### config.mk
export PLATFORM = sky130hd
export DESIGN_NAME = fp_align_seq
export DESIGN_NICKNAME = d
export VERILOG_FILES = /design/src/rtl/fp_align_pkg.sv /design/src/rtl/Sub8bits.sv /design/src/rtl/fp_sticky_shr.sv /design/src/rtl/fp_align_seq.sv
export SDC_FILE = /design/constraint.sdc
export NUM_CORES = 1
export LEC_CHECK = 0
export BUFFER_PORTS_ARGS = -buffer_cell sky130_fd_sc_hd__buf_2
export CELL_PAD_IN_SITES_DETAIL_PLACEMENT = 0
export CELL_PAD_IN_SITES_GLOBAL_PLACEMENT = 1
export CORE_ASPECT_RATIO = 0.75
export CORE_MARGIN = 2
export CORE_UTILIZATION = 39
export DETAILED_ROUTE_END_ITERATION = 8
export PLACE_DENSITY = 0.87
export SYNTH_ARGS = -nofsm -noshare
export SYNTH_HDL_FRONTEND = slang
export SYNTH_HIERARCHICAL = 1
export SYNTH_SLANG_ARGS = --single-unit
### constraint.sdc
create_clock -name clk -period 3.6 [get_ports clk]
set_input_delay 0.36 -clock clk [delete_from_list [all_inputs] [get_ports clk]]
set_output_delay 0.36 -clock clk [all_outputs]
set_load 0.02 [all_outputs]
### src/rtl/fp_align_pkg.sv
// fp_align_pkg: shared types, widths and helpers for the FP alignment sequencer.
//   - state_e   : sequencer states
//   - EXP_W / MAN_W / GRS_W / SIG_W / ALN_W / SAT_DEF : field and datapath widths
//   - STEP_MAX  : bits shifted per SHIFT cycle (4 with FP_ALIGN_FAST_SHIFT_EN, else 1)
//   - eff_exp() : effective exponent plus hidden bit of an exponent field
// Build option: FP_ALIGN_FAST_SHIFT_EN selects the multi-bit shift step.
package fp_align_pkg;

  localparam int EXP_W   = 8;
  localparam int MAN_W   = 23;
  localparam int GRS_W   = 3;
  localparam int SIG_W   = MAN_W + 1;
  localparam int ALN_W   = SIG_W + GRS_W;
  localparam int SAT_DEF = MAN_W + 4;

`ifdef FP_ALIGN_FAST_SHIFT_EN
  localparam int STEP_MAX = 4;
`else
  localparam int STEP_MAX = 1;
`endif

  typedef enum logic [2:0] {
    IDLE  = 3'd0,
    DIFF  = 3'd1,
    NEG   = 3'd2,
    SHIFT = 3'd3,
    DONE  = 3'd4
  } state_e;

  // Returns {effective exponent, hidden bit}. A zero field is a denormal:
  // it behaves as exponent 1 with no hidden bit.
  function automatic logic [EXP_W:0] eff_exp(input logic [EXP_W-1:0] field);
    if (field == '0) begin
      return {{(EXP_W-1){1'b0}}, 1'b1, 1'b0};
    end
    return {field, 1'b1};
  endfunction

endpackage

### src/rtl/Sub8bits.sv
// Sub8bits: 8-bit subtractor F = A - B - Ci.
//   A, B : operands
//   Ci   : borrow in
//   F    : difference (mod 256)
//   Co   : borrow out (1 when A < B + Ci)
module Sub8bits (
  input  logic [7:0] A,
  input  logic [7:0] B,
  input  logic       Ci,
  output logic [7:0] F,
  output logic       Co
);

  logic [8:0] diff;

  assign diff = {1'b0, A} - {1'b0, B} - {8'd0, Ci};
  assign F    = diff[7:0];
  assign Co   = diff[8];

endmodule

### src/rtl/fp_sticky_shr.sv
// fp_sticky_shr: combinational logical right shift with sticky collection.
//   din_i  : value to shift, LSB is the sticky position
//   sh_i   : shift amount
//   dout_o : din_i >> sh_i, with every bit that passes through or below the
//            LSB ORed into the LSB
// Shifting by a then b gives the same result as shifting by a+b, so the
// single-bit and multi-bit step sizes produce identical results.
module fp_sticky_shr #(
  parameter int W    = 27,
  parameter int SH_W = 3
) (
  input  logic [W-1:0]    din_i,
  input  logic [SH_W-1:0] sh_i,
  output logic [W-1:0]    dout_o
);

  logic [W-1:0] shifted;
  logic [W-1:0] lost;

  assign shifted = din_i >> sh_i;
  // Bits strictly below the shift amount fall off the bottom.
  assign lost    = din_i & ~({W{1'b1}} << sh_i);
  assign dout_o  = {shifted[W-1:1], shifted[0] | (|lost)};

endmodule

### src/rtl/fp_align_seq.sv
// fp_align_seq: multicycle alignment sequencer for the FP add/sub path.
//   clk, rst_n           : clock, asynchronous active-low reset
//   A, B                 : single-precision operands, accepted on in_valid & in_ready
//   in_ready             : high in IDLE
//   out_valid, out_ready : result handshake, result held while out_valid
//   Exp                  : effective exponent of the larger operand
//   MantL                : larger significand with hidden bit
//   MantS                : smaller significand aligned, {24 bits, G, R, S}
//   SignL, SignS, Swap   : signs of L and S, Swap=1 when B supplied L
// Build option: FP_ALIGN_FAST_SHIFT_EN shifts up to 4 bits per SHIFT cycle.
module fp_align_seq #(
  parameter int EXP_W = 8,
  parameter int MAN_W = 23,
  parameter int SAT   = 27
) (
  input  logic               clk,
  input  logic               rst_n,
  input  logic [31:0]        A,
  input  logic [31:0]        B,
  input  logic               in_valid,
  output logic               in_ready,
  output logic               out_valid,
  input  logic               out_ready,
  output logic [EXP_W-1:0]   Exp,
  output logic [MAN_W:0]     MantL,
  output logic [MAN_W+3:0]   MantS,
  output logic               SignL,
  output logic               SignS,
  output logic               Swap
);

  import fp_align_pkg::*;

  localparam logic [EXP_W-1:0] SAT_C  = EXP_W'(SAT);
  localparam logic [2:0]       STEP_C = 3'(STEP_MAX);

  state_e state_q, state_d;

  logic [31:0]      a_q, b_q;
  logic [EXP_W-1:0] cnt_q;
  logic [EXP_W-1:0] exp_q;
  logic [MAN_W:0]   mantl_q;
  logic [MAN_W+3:0] mants_q;
  logic             signl_q, signs_q, swap_q;

  logic [EXP_W:0]   ea, eb;
  logic [EXP_W-1:0] sub_x, sub_y, sub_f;
  logic             sub_co;
  logic [2:0]       step;
  logic             sat_hit, last_step;
  logic [MAN_W+3:0] shr_out;

  assign ea = eff_exp(a_q[MAN_W +: EXP_W]);
  assign eb = eff_exp(b_q[MAN_W +: EXP_W]);

  // One shared subtractor: A-B in DIFF, B-A in NEG.
  assign sub_x = (state_q == NEG) ? eb[EXP_W:1] : ea[EXP_W:1];
  assign sub_y = (state_q == NEG) ? ea[EXP_W:1] : eb[EXP_W:1];

  Sub8bits u_sub (
    .A  (sub_x),
    .B  (sub_y),
    .Ci (1'b0),
    .F  (sub_f),
    .Co (sub_co)
  );

  assign sat_hit   = (cnt_q >= SAT_C);
  assign step      = (cnt_q >= {{(EXP_W-3){1'b0}}, STEP_C}) ? STEP_C : cnt_q[2:0];
  assign last_step = (cnt_q == {{(EXP_W-3){1'b0}}, step});

  fp_sticky_shr #(
    .W    (MAN_W + 4),
    .SH_W (3)
  ) u_shr (
    .din_i  (mants_q),
    .sh_i   (step),
    .dout_o (shr_out)
  );

  // State register
  always_ff @(posedge clk or negedge rst_n) begin
    if (!rst_n) begin
      state_q <= IDLE;
    end else begin
      state_q <= state_d;
    end
  end

  // Next-state logic
  always_comb begin
    state_d = state_q;
    unique case (state_q)
      IDLE:  if (in_valid) state_d = DIFF;
      DIFF:  begin
        if (sub_co)             state_d = NEG;
        else if (sub_f != '0)   state_d = SHIFT;
        else                    state_d = DONE;
      end
      NEG:   state_d = (sub_f != '0) ? SHIFT : DONE;
      SHIFT: if (sat_hit || last_step) state_d = DONE;
      DONE:  if (out_ready) state_d = IDLE;
      default: state_d = IDLE;
    endcase
  end

  // Output decode
  always_comb begin
    in_ready  = (state_q == IDLE);
    out_valid = (state_q == DONE);
  end

  // Datapath registers
  always_ff @(posedge clk or negedge rst_n) begin
    if (!rst_n) begin
      a_q     <= '0;
      b_q     <= '0;
      cnt_q   <= '0;
      exp_q   <= '0;
      mantl_q <= '0;
      mants_q <= '0;
      signl_q <= 1'b0;
      signs_q <= 1'b0;
      swap_q  <= 1'b0;
    end else begin
      unique case (state_q)
        IDLE: begin
          if (in_valid) begin
            a_q <= A;
            b_q <= B;
          end
        end
        DIFF: begin
          // Equal exponents keep A as L; no mantissa compare.
          if (!sub_co) begin
            exp_q   <= ea[EXP_W:1];
            mantl_q <= {ea[0], a_q[MAN_W-1:0]};
            mants_q <= {eb[0], b_q[MAN_W-1:0], 3'b000};
            signl_q <= a_q[31];
            signs_q <= b_q[31];
            swap_q  <= 1'b0;
            cnt_q   <= sub_f;
          end
        end
        NEG: begin
          exp_q   <= eb[EXP_W:1];
          mantl_q <= {eb[0], b_q[MAN_W-1:0]};
          mants_q <= {ea[0], a_q[MAN_W-1:0], 3'b000};
          signl_q <= b_q[31];
          signs_q <= a_q[31];
          swap_q  <= 1'b1;
          cnt_q   <= sub_f;
        end
        SHIFT: begin
          // Large differences push every bit past S in one cycle.
          if (sat_hit) begin
            mants_q <= {{(MAN_W+3){1'b0}}, |mants_q};
          end else begin
            mants_q <= shr_out;
            cnt_q   <= cnt_q - {{(EXP_W-3){1'b0}}, step};
          end
        end
        default: ;
      endcase
    end
  end

  assign Exp   = exp_q;
  assign MantL = mantl_q;
  assign MantS = mants_q;
  assign SignL = signl_q;
  assign SignS = signs_q;
  assign Swap  = swap_q;

endmodule

# Word level (Yosys, flattened, before mapping)
# Cells that the tools add are included.
# classes
addsub	2
n_reduce_logical	14
n_shift	2
eq_ne	10
muxes	31
bitwise_logic	3
order_cmp	2
# op_table
cell	n
27-bit case mux with 3 select lines	1
27-bit two-way mux	2
27-bit OR reduction	2
24-bit case mux with 2 select lines	1
8-bit two-way mux	5
9-bit two-way mux	4
27-bit AND	1
27-bit NOT	1
27-bit by 3-bit left shift with 27-bit output, first input constant	1
27-bit by 3-bit >> shifter with 27-bit output	1
24-bit two-way mux	1
8-bit case mux with 3 select lines	1
3-bit two-way mux	6
8-bit zero test	2
8-bit case mux with 2 select lines	1
3-bit case mux with 5 select lines	1
8-bit by 8-bit subtractor with 9-bit output	1
8-bit by 3-bit == test with 1-bit output	1
8-bit by 1-bit greater-or-equal comparator with 1-bit output, second input constant	1
8-bit by 5-bit greater-or-equal comparator with 1-bit output, second input constant	1
2-bit inequality test, second input constant	4
8-bit nonzero test	1
8-bit by 3-bit subtractor with 8-bit output	1
3-bit by 2-bit == test with 1-bit output, second input constant	2
12 further kinds	21
# totals
word_cells	74
out_inout_bits	64
reg_bits	137
input_bits	68

# Logic depth before layout (Yosys ltp)
# Gate-level depths: netlist of the first run.
# depth
depth_word	9
mapped_depth	20
ltp_nobuf	16

# Hierarchy
# The synthesis of the first run kept the hierarchy.
# by_module_without_submodules
module	cells_per_inst	area_each_um2	n_inst	seq_area_each_um2
fp_align_seq	644	6272.3	1	3428.3
fp_sticky_shr	105	1003.5	1	0.0
Sub8bits	76	554.3	1	0.0

# Worst setup path after synthesis of the first run
# Ideal clock, no wire load.
# synth_timing
path_kind	register to register
startpoint	reg state_q[2]
endpoint	reg exp_q[0], in the netlist Exp[0]
period_less_slack_ps	3957
slack_ps	-357
path_stages_with_launch	19
required_ps	3466
setup_time_ps	134
path_buffers	5
arrival_ps	3823
path_cell_list	dfrtp_1 clkbuf_1 or3b_2 clkbuf_1 clkbuf_1 a21oi_1 inv_1 fa_1 inv_1 fa_1 a21boi_1 o211ai_2 nor2_1 a211o_1 or4b_1 buf_2 clkbuf_1 nor3_1 o22ai_1
# synth_via
elab_chain_cells	5
elab_cells_between_ends	9
classes_between	add/sub: 1; eq/ne: 3; mux: 3; reduce/logical: 2
# synth_lines
element	line_no	source
start: declaration	fp_align_seq.sv:37	state_e state_q, state_d;
start signal: assignment	fp_align_seq.sv:86	state_q <= state_d;
3-bit by 2-bit == test with 1-bit output	fp_align_seq.sv:58	assign sub_y = (state_q == NEG) ? ea[EXP_W:1] : eb[EXP_W:1];
8-bit two-way mux	fp_align_seq.sv:58	
via sub_y[0]	fp_align_seq.sv:47	logic [EXP_W-1:0] sub_x, sub_y, sub_f;
8-bit by 8-bit subtractor with 9-bit output	Sub8bits.sv:16	assign diff = {1'b0, A} - {1'b0, B} - {8'd0, Ci};
via sub_co	fp_align_seq.sv:48	logic sub_co;
2-bit inequality test (no source line)	-	
2-bit AND reduction (no source line)	-	
end signal: assignment	fp_align_seq.sv:136	exp_q <= ea[EXP_W:1];
end signal: assignment	fp_align_seq.sv:146	exp_q <= eb[EXP_W:1];
end: declaration	fp_align_seq.sv:41	logic [EXP_W-1:0] exp_q;
# The timed path passes the listed nets, and every way through them passes these cells.
# A chain may end at the register's enable or synchronous reset.

# Worst setup path after layout of the first run
# layout_timing
startpoint	reg state_q[0]
endpoint	reg mantl_q[8], in the netlist MantL[8]
# layout_via
elab_chain_cells	5
elab_cells_between_ends	9
classes_between	add/sub: 1; eq/ne: 3; mux: 3; reduce/logical: 2
# layout_lines
element	line_no	source
3-bit by 2-bit == test with 1-bit output	fp_align_seq.sv:58	
8-bit two-way mux	fp_align_seq.sv:58	
via sub_y[7]	fp_align_seq.sv:47	
8-bit by 8-bit subtractor with 9-bit output	Sub8bits.sv:16	
via sub_co	fp_align_seq.sv:48	
2-bit inequality test (no source line)	-	
2-bit AND reduction (no source line)	-	
end signal: assignment	fp_align_seq.sv:137	mantl_q <= {ea[0], a_q[MAN_W-1:0]};
end signal: assignment	fp_align_seq.sv:147	mantl_q <= {eb[0], b_q[MAN_W-1:0]};
end: declaration	fp_align_seq.sv:42	logic [MAN_W:0] mantl_q;
# The timed path passes the listed nets, and every way through them passes these cells.

==> run metrics, run 1 <==
Port Buffers 131; Synth async-reset ratio 100%; HPWL Detailed 16.3 mm; post-synthesis cell count 825; Nets 1085; worst-skew pair later-pin latency 0.44 ns; crit path DAT 3.99 ns; # Max-Cap Violations 0; final core utilization 50.9%; setup_tns -0.990 ns; post-synthesis adder-cell area fraction 2.91%; largest family of logic cells by synthesized area multiplexers; maximum clock frequency 272 MHz; mapped cell area 7830 um2; clk buf depth 2; GR Util All Layers 22.4%; final WL 23.2 mm; hold crit path type in2async; post-synthesis mux area share 16.4%; Worst-Margin Slew 1.08 ns; top-count cell post-synth dfrtp_1; period utilisation layout 102%; Hold WS 0.0244 ns; DRT Pass-1 Iters 5; Hold Buf Count CTS 0; die area 21200 um2; CP Capture Type register; synth top area cells dfrtp_1 44%, mux2_2 6.2%, nand2_1 5.8%; final hold vios 0; Synth Area in Simple Gates 14.3%; CTS tree yes; post-synthesis cell type count 71; Num CTS Buffers 17; via count 6920; share of layout cells above drive strength 1 34.6%; CP startpoint kind register; critical path data required time 3.92 ns; GRT overflow 0; DRC 0; Yosys top cell by area dfrtp_1; initial antenna violation count 0; top cells by count, synth 137 x dfrtp_1, 121 x nand2_1, 89 x o21ai_0, 73 x nor2_1, 51 x inv_1; worst-path maximum fanout 10; total core area 19500 um2; FILL cells 1773; Syn-to-layout area delta 26.9%; Setup WS pre-CTS -0.227 ns; min Tclk post-route 3.68 ns; antenna-violating nets left 0; Die Height 127 um; area share of the largest cell type after synthesis 43.8%; syn_area_per_cell 9.49 um2; Main synth FF type dfrtp_1; Worst slew margin 28.0%; Crit Path Class reg2reg; Post-synth EDFFs 0; # IOs 132; die span in x 168 um; clk sinks 137; vias in the first global route 6777; # diodes 0; GPL Wtd Cong 0.846; # rows 44; largest net degree at the start of global routing 112; H-tree Lvls 4; reg-to-reg startpoint state_q[0]; unrepaired setup endpoints after global routing true; status finished with violations; Initial Util 40.1%; violated checks setup timing; DR iter-0 viols 657; Final Max Slew Viols 0; final worst slack -0.0784 ns; R2R setup slack -0.08 ns; Ys Warns 6; post-synthesis xor/xnor area fraction 0.671%; Setup violations, final 27; Clock Skew 0.0122 ns; Root Buffer Master clkbuf_16; global-route wire length before repair 36.9 mm; R2R Path End MantL[8]; routed len/inst 18.4 um; worst-case reg-to-reg path depth 17; #FFs+latches synth 137; clk slew on worst S/H paths 0.06 ns; Compound-Gate Fraction of Synth Area 15.5%; register area share after synthesis 43.8%; Vias/cell 5.47
## critical path, cell delays in order (launching register included)
cell and delay, ns:
dfrtp_2 0.43, or3b_4 0.45, buf_6 0.14, nand2_1 0.05, nand2_1 0.05, ha_1 0.28
inv_2 0.04, ha_4 0.28, a21oi_4 0.06, buf_4 0.13, buf_4 0.12, nand2_1 0.05
nor2_1 0.04, a211o_1 0.38, or4b_4 0.62, buf_4 0.21, o22ai_1 0.15, nor2_1 0.07
## layer usage
layer  vias to the layer above  global-route usage [%]  share of wire, %  wire length, um
li1                       3257                       -                 -                -
met1                      3375                    33.7                48            11200
met2                       259                    31.4                42             9690
met3                        29                    6.40               8.5             1970
met4                         0                    6.24               1.6              371
met5                         -                       0                 0                0
## through the flow
stage	area (um2)	instances
after floorplan	8000	827
after global placement	9140	1220
after detailed placement	9140	1220
after CTS	9840	1258
after global routing	9940	1266
final	9940	1266
## area by class of cell
cell class	count	area (um2)	share of cell area [%]
well taps	253	317	3.19
multi-input cells	583	4090	41.2
clock inverters	15	150	1.51
clock buffers	17	425	4.28
repair buffers	210	1330	13.4
inverters	51	191	1.93
flip-flops and latches	137	3430	34.5
## cells by family (layout without fill, tap and decap cells)
group                      after synthesis  in the layout
AOI/OAI and AO/OA                      194            194
xor gates and xnor gates                 6              6
adders and majority gates               17             17
buffers and inverters                  108            293
DFF                                    137            137
muxes                                  108            108
other                                    1              3
and+or+nand+nor                        254            255
## timing repair
action	in CTS	in global routing
gates cloned	1	0
resized for setup	19	11
buffers inserted	5	8
pin swaps	11	12
endpoints found under the setup margin	40	69
## worst max-delay path by stage
stage / start / end / slack (ns) / cells after the start
after floorplan: state_q[2] / Exp[6] / -0.08 / 18
after global placement: a_q[27] / Exp[2] / -0.13 / 15
after detailed placement: a_q[23] / Exp[3] / -0.23 / 14
after CTS: state_q[2] / MantL[13] / 0.006 / 18
after global routing: b_q[23] / Exp[1] / -0.24 / 16
final: state_q[0] / MantL[8] / -0.08 / 17
## registers in the layout (all words and copies together), names as in the netlist
register	cells
state_q	3
SignS	1
SignL	1
Exp	8
cnt_q	8
Swap	1
a_q	32
b_q	32
MantS	27
MantL	24
## cells in the final DEF (no fill, tap or decap), types with 7 or more instances in the layout
master     instances
dfrtp_1          135
buf_2            130
nand2_1          119
o21ai_0           81
nor2_1            72
buf_4             69
inv_1             48
mux2_2            43
mux2i_1           39
a31oi_1           26
clkbuf_16         17
o21ai_1           15
o22ai_1           14
a21oi_1           13
a221o_1           12
ha_1              12
nor3_1            11
nor4_1            10
mux2_4            10
mux2_1             9
mux4_2             7
Power of run 1 is left out: the tool's default activity adds up to more than one toggle a clock period on the data nets, which glitch-free logic cannot reach.
==> run 2, diff against run 1 <==
ABC_AREA = 1   (was default)
CORE_UTILIZATION = 37   (was 39)
==> run 2 against run 1 <==
The run now ends clean. Clock-buffer cell count rose by 2. Clock skew fell by 0.0054 ns. Worst setup slack improved by 0.29 ns. Largest cell class unchanged. Final cell count rose by 18%. Non-clock buffer count fell by 50. First-iteration DRC count rose by 16%. Wire length rose by 2.8%.
==> run metrics, run 2 <==
# IOs 132 (unchanged); # rows 46 (+4.5%); via count 7577 (+9.5%); post-synthesis cell type count 41 (-42%); Ys Warns 6 (unchanged); GRT overflow 0 (unchanged); area share of the largest cell type after synthesis 42.9% (-0.92 points); Worst slew margin 37.7% (+9.7 points); Crit Path Class reg2reg; worst-case reg-to-reg path depth 24 (+7); Worst-Margin Slew 0.935 ns (-0.146 ns); commonest non-fill, non-tap cells in the layout 243 x nand2_1, 155 x inv_1, 140 x nor2_1; die area 22800 um2 (+7.5%); antenna-violating nets left 0 (unchanged); commonest non-fill, non-tap cell in the layout nand2_1; share of layout cells above drive strength 1 19.1% (-15 points); Setup violations, final 0 (-100%); initial antenna violation count 1 (+1); worst-path cell chain inv_1 -> nand4_1 -> nor2_4 -> buf_4 -> nor2_1 -> nand2_1 -> and2_1 -> fa_2 -> inv_1 -> fa_2 -> nand2_1 -> nand2_1 -> nand2_1 -> nand2_2 -> nand2_1 -> nand2_1 -> nand2_1 -> inv_1 -> nand3_2 -> buf_12 -> clkinvlp_4 -> buf_4 -> buf_4 -> a221oi_2; DRC 0 (unchanged); CP Capture Type register; vias in the first global route 7069 (+4.3%); routed len/inst 16.0 um (-13%); Root Buffer Master clkbuf_16; final WL 23.9 mm (+2.8%); Post-synth EDFFs 0 (unchanged); Clock Skew 0.00675 ns (-0.00545 ns); R2R setup slack 0.21 ns (+0.29 ns); HPWL Detailed 16.9 mm (+3.8%); setup_tns 0 ns (+0.990 ns); Hold WS 0.00150 ns (-0.0229 ns); Initial Util 37.8% (-2.3 points); maximum clock frequency 295 MHz (+8.5%); Final Max Slew Viols 0 (unchanged); Port Buffers 131 (unchanged); largest net degree at the start of global routing 92 (-18%); CTS tree yes; final hold vios 0 (unchanged); DR iter-0 viols 764 (+16%); clk sinks 137 (unchanged); total core area 21200 um2 (+8.4%); Vias/cell 5.06 (-7.4%); clk slew on worst S/H paths 0.06 ns (about the same); Die Height 131 um (+3.7%); #FFs+latches synth 137 (unchanged); hold crit path type in2async; clk buf depth 2 (unchanged); Crit path top cell by count nand2_1; status finished, final reports clean; Final Instance Count excl. Fillers 1497 (+18%); final core utilization 45.6% (-5.2 points); GPL Wtd Cong 0.902 (+6.7%); top-count cell post-synth nand2_1; Nets 1281 (+18%); FILL cells 2203 (+24%); worst-skew pair later-pin latency 0.42 ns (-0.02 ns); slowest cell delay on critical path 0.37 ns (-0.25 ns); worst-path maximum fanout 19 (+9); crit path DAT 3.72 ns (-0.27 ns); Synth async-reset ratio 100% (unchanged); register area share after synthesis 42.9% (-0.92 points); global-route wire length before repair 37.9 mm (+2.6%); mapped cell area 8000 um2 (+2.2%); DRT Pass-1 Iters 5 (unchanged); die span in x 174 um (+3.7%); critical path data required time 3.93 ns (about the same); Yosys top cell by area dfrtp_1; R2R Path End MantL[10]; top cells by count, synth 245 x nand2_1, 158 x inv_1, 141 x nor2_1, 137 x dfrtp_1, 66 x a21oi_1; slowest CP cell dfrtp_1; Hold Buf Count CTS 0 (unchanged); reg-to-reg startpoint b_q[29]; GR Util All Layers 20.8% (-1.7 points); Num CTS Buffers 17 (unchanged); Inst Count DP 1454 (+19%); Main synth FF type dfrtp_1; H-tree Lvls 4 (unchanged); syn_area_per_cell 7.50 um2 (-21%); period utilisation layout 94.1% (-8.0 points); synth top area cells dfrtp_1 43%, nand2_1 11%, inv_1 7.4%; CP startpoint kind register; # Max-Cap Violations 0 (unchanged); Syn-to-layout area delta 20.8%; post-synthesis cell count 1066 (+29%); min Tclk post-route 3.39 ns (-0.290 ns)
[run 2: changes by cell type after synthesis, moves of 14 or more]
cell,delta
nand2_1,+124
inv_1,+107
nor2_1,+68
o21ai_0,-60
nand3_1,+55
a21oi_1,+52
mux2_2,-39
mux2i_1,-38
o211ai_1,+38
a31oi_1,-22
clkbuf_1,-15
nor4_1,-14
[run 2: worst max-delay path by stage]
stage                      to       start  depth (start not counted)
CTS                  MantL[8]  state_q[2]                         22
global placement     MantL[6]  state_q[2]                         22
detailed placement   MantL[8]  state_q[2]                         25
global route        MantL[10]     b_q[29]                         24
floorplan               SignL  state_q[2]                         27
finish              MantL[10]     b_q[29]                         24
[run 2: routing by layer]
metal	up-vias	share of wire [%]	global-route usage (%)	wire (um)
li1	3724	-	-	-
met1	3563	51	32.7	12200
met2	259	40	27.5	9530
met3	31	7.5	5.35	1790
met4	0	1.6	5.46	387
met5	-	0	0	0
[run 2: timing repair]
action | in CTS | in global routing
resized for setup | 0 | 27
setup buffers | 0 | 9
setup endpoints to repair | 0 | 70
[run 2: worst max-delay path, delay by kind of cell, from the launching register on]
kind | cells | cell delay [ns]
and+or+nand+nor | 13 | 1.21
AOI/OAI and AO/OA | 1 | 0.21
DFF | 1 | 0.37
buffers and inverters | 8 | 0.94
adders and majority gates | 2 | 0.57
[run 2: area by class of cell]
type	instances	area (um2)	share of cell area, %
multi-input cells	715	3710	38.4
flip-flops and latches	137	3430	35.5
repair buffers	160	947	9.81
inverters	165	636	6.58
clock buffers	19	433	4.48
well taps	288	360	3.73
clock inverters	12	141	1.46
diodes	1	2.50	0.0259
[run 2: cell families after synthesis]
kind of cell    count (synthesis)  synth area share (%)
fa+ha+maj                      17                  2.85
buf+inv                       219                  11.9
compound gates                206                  16.5
flops                         137                  42.9
xor+xnor                        5                 0.547
other cells                     1                0.0469
mux                             5                 0.688
simple gates                  476                  24.6
[run 2: metrics by stage]
stage	area [um2]	worst slack (ns)
4_1_cts	9460	0.0527
6_report	9660	0.211
5_1_grt	9660	-0.0252
3_5_place_dp	8890	0.0784
2_1_floorplan	8010	0.426
3_3_place_gp	8890	0.171
Power of run 2 is left out for the same reason.
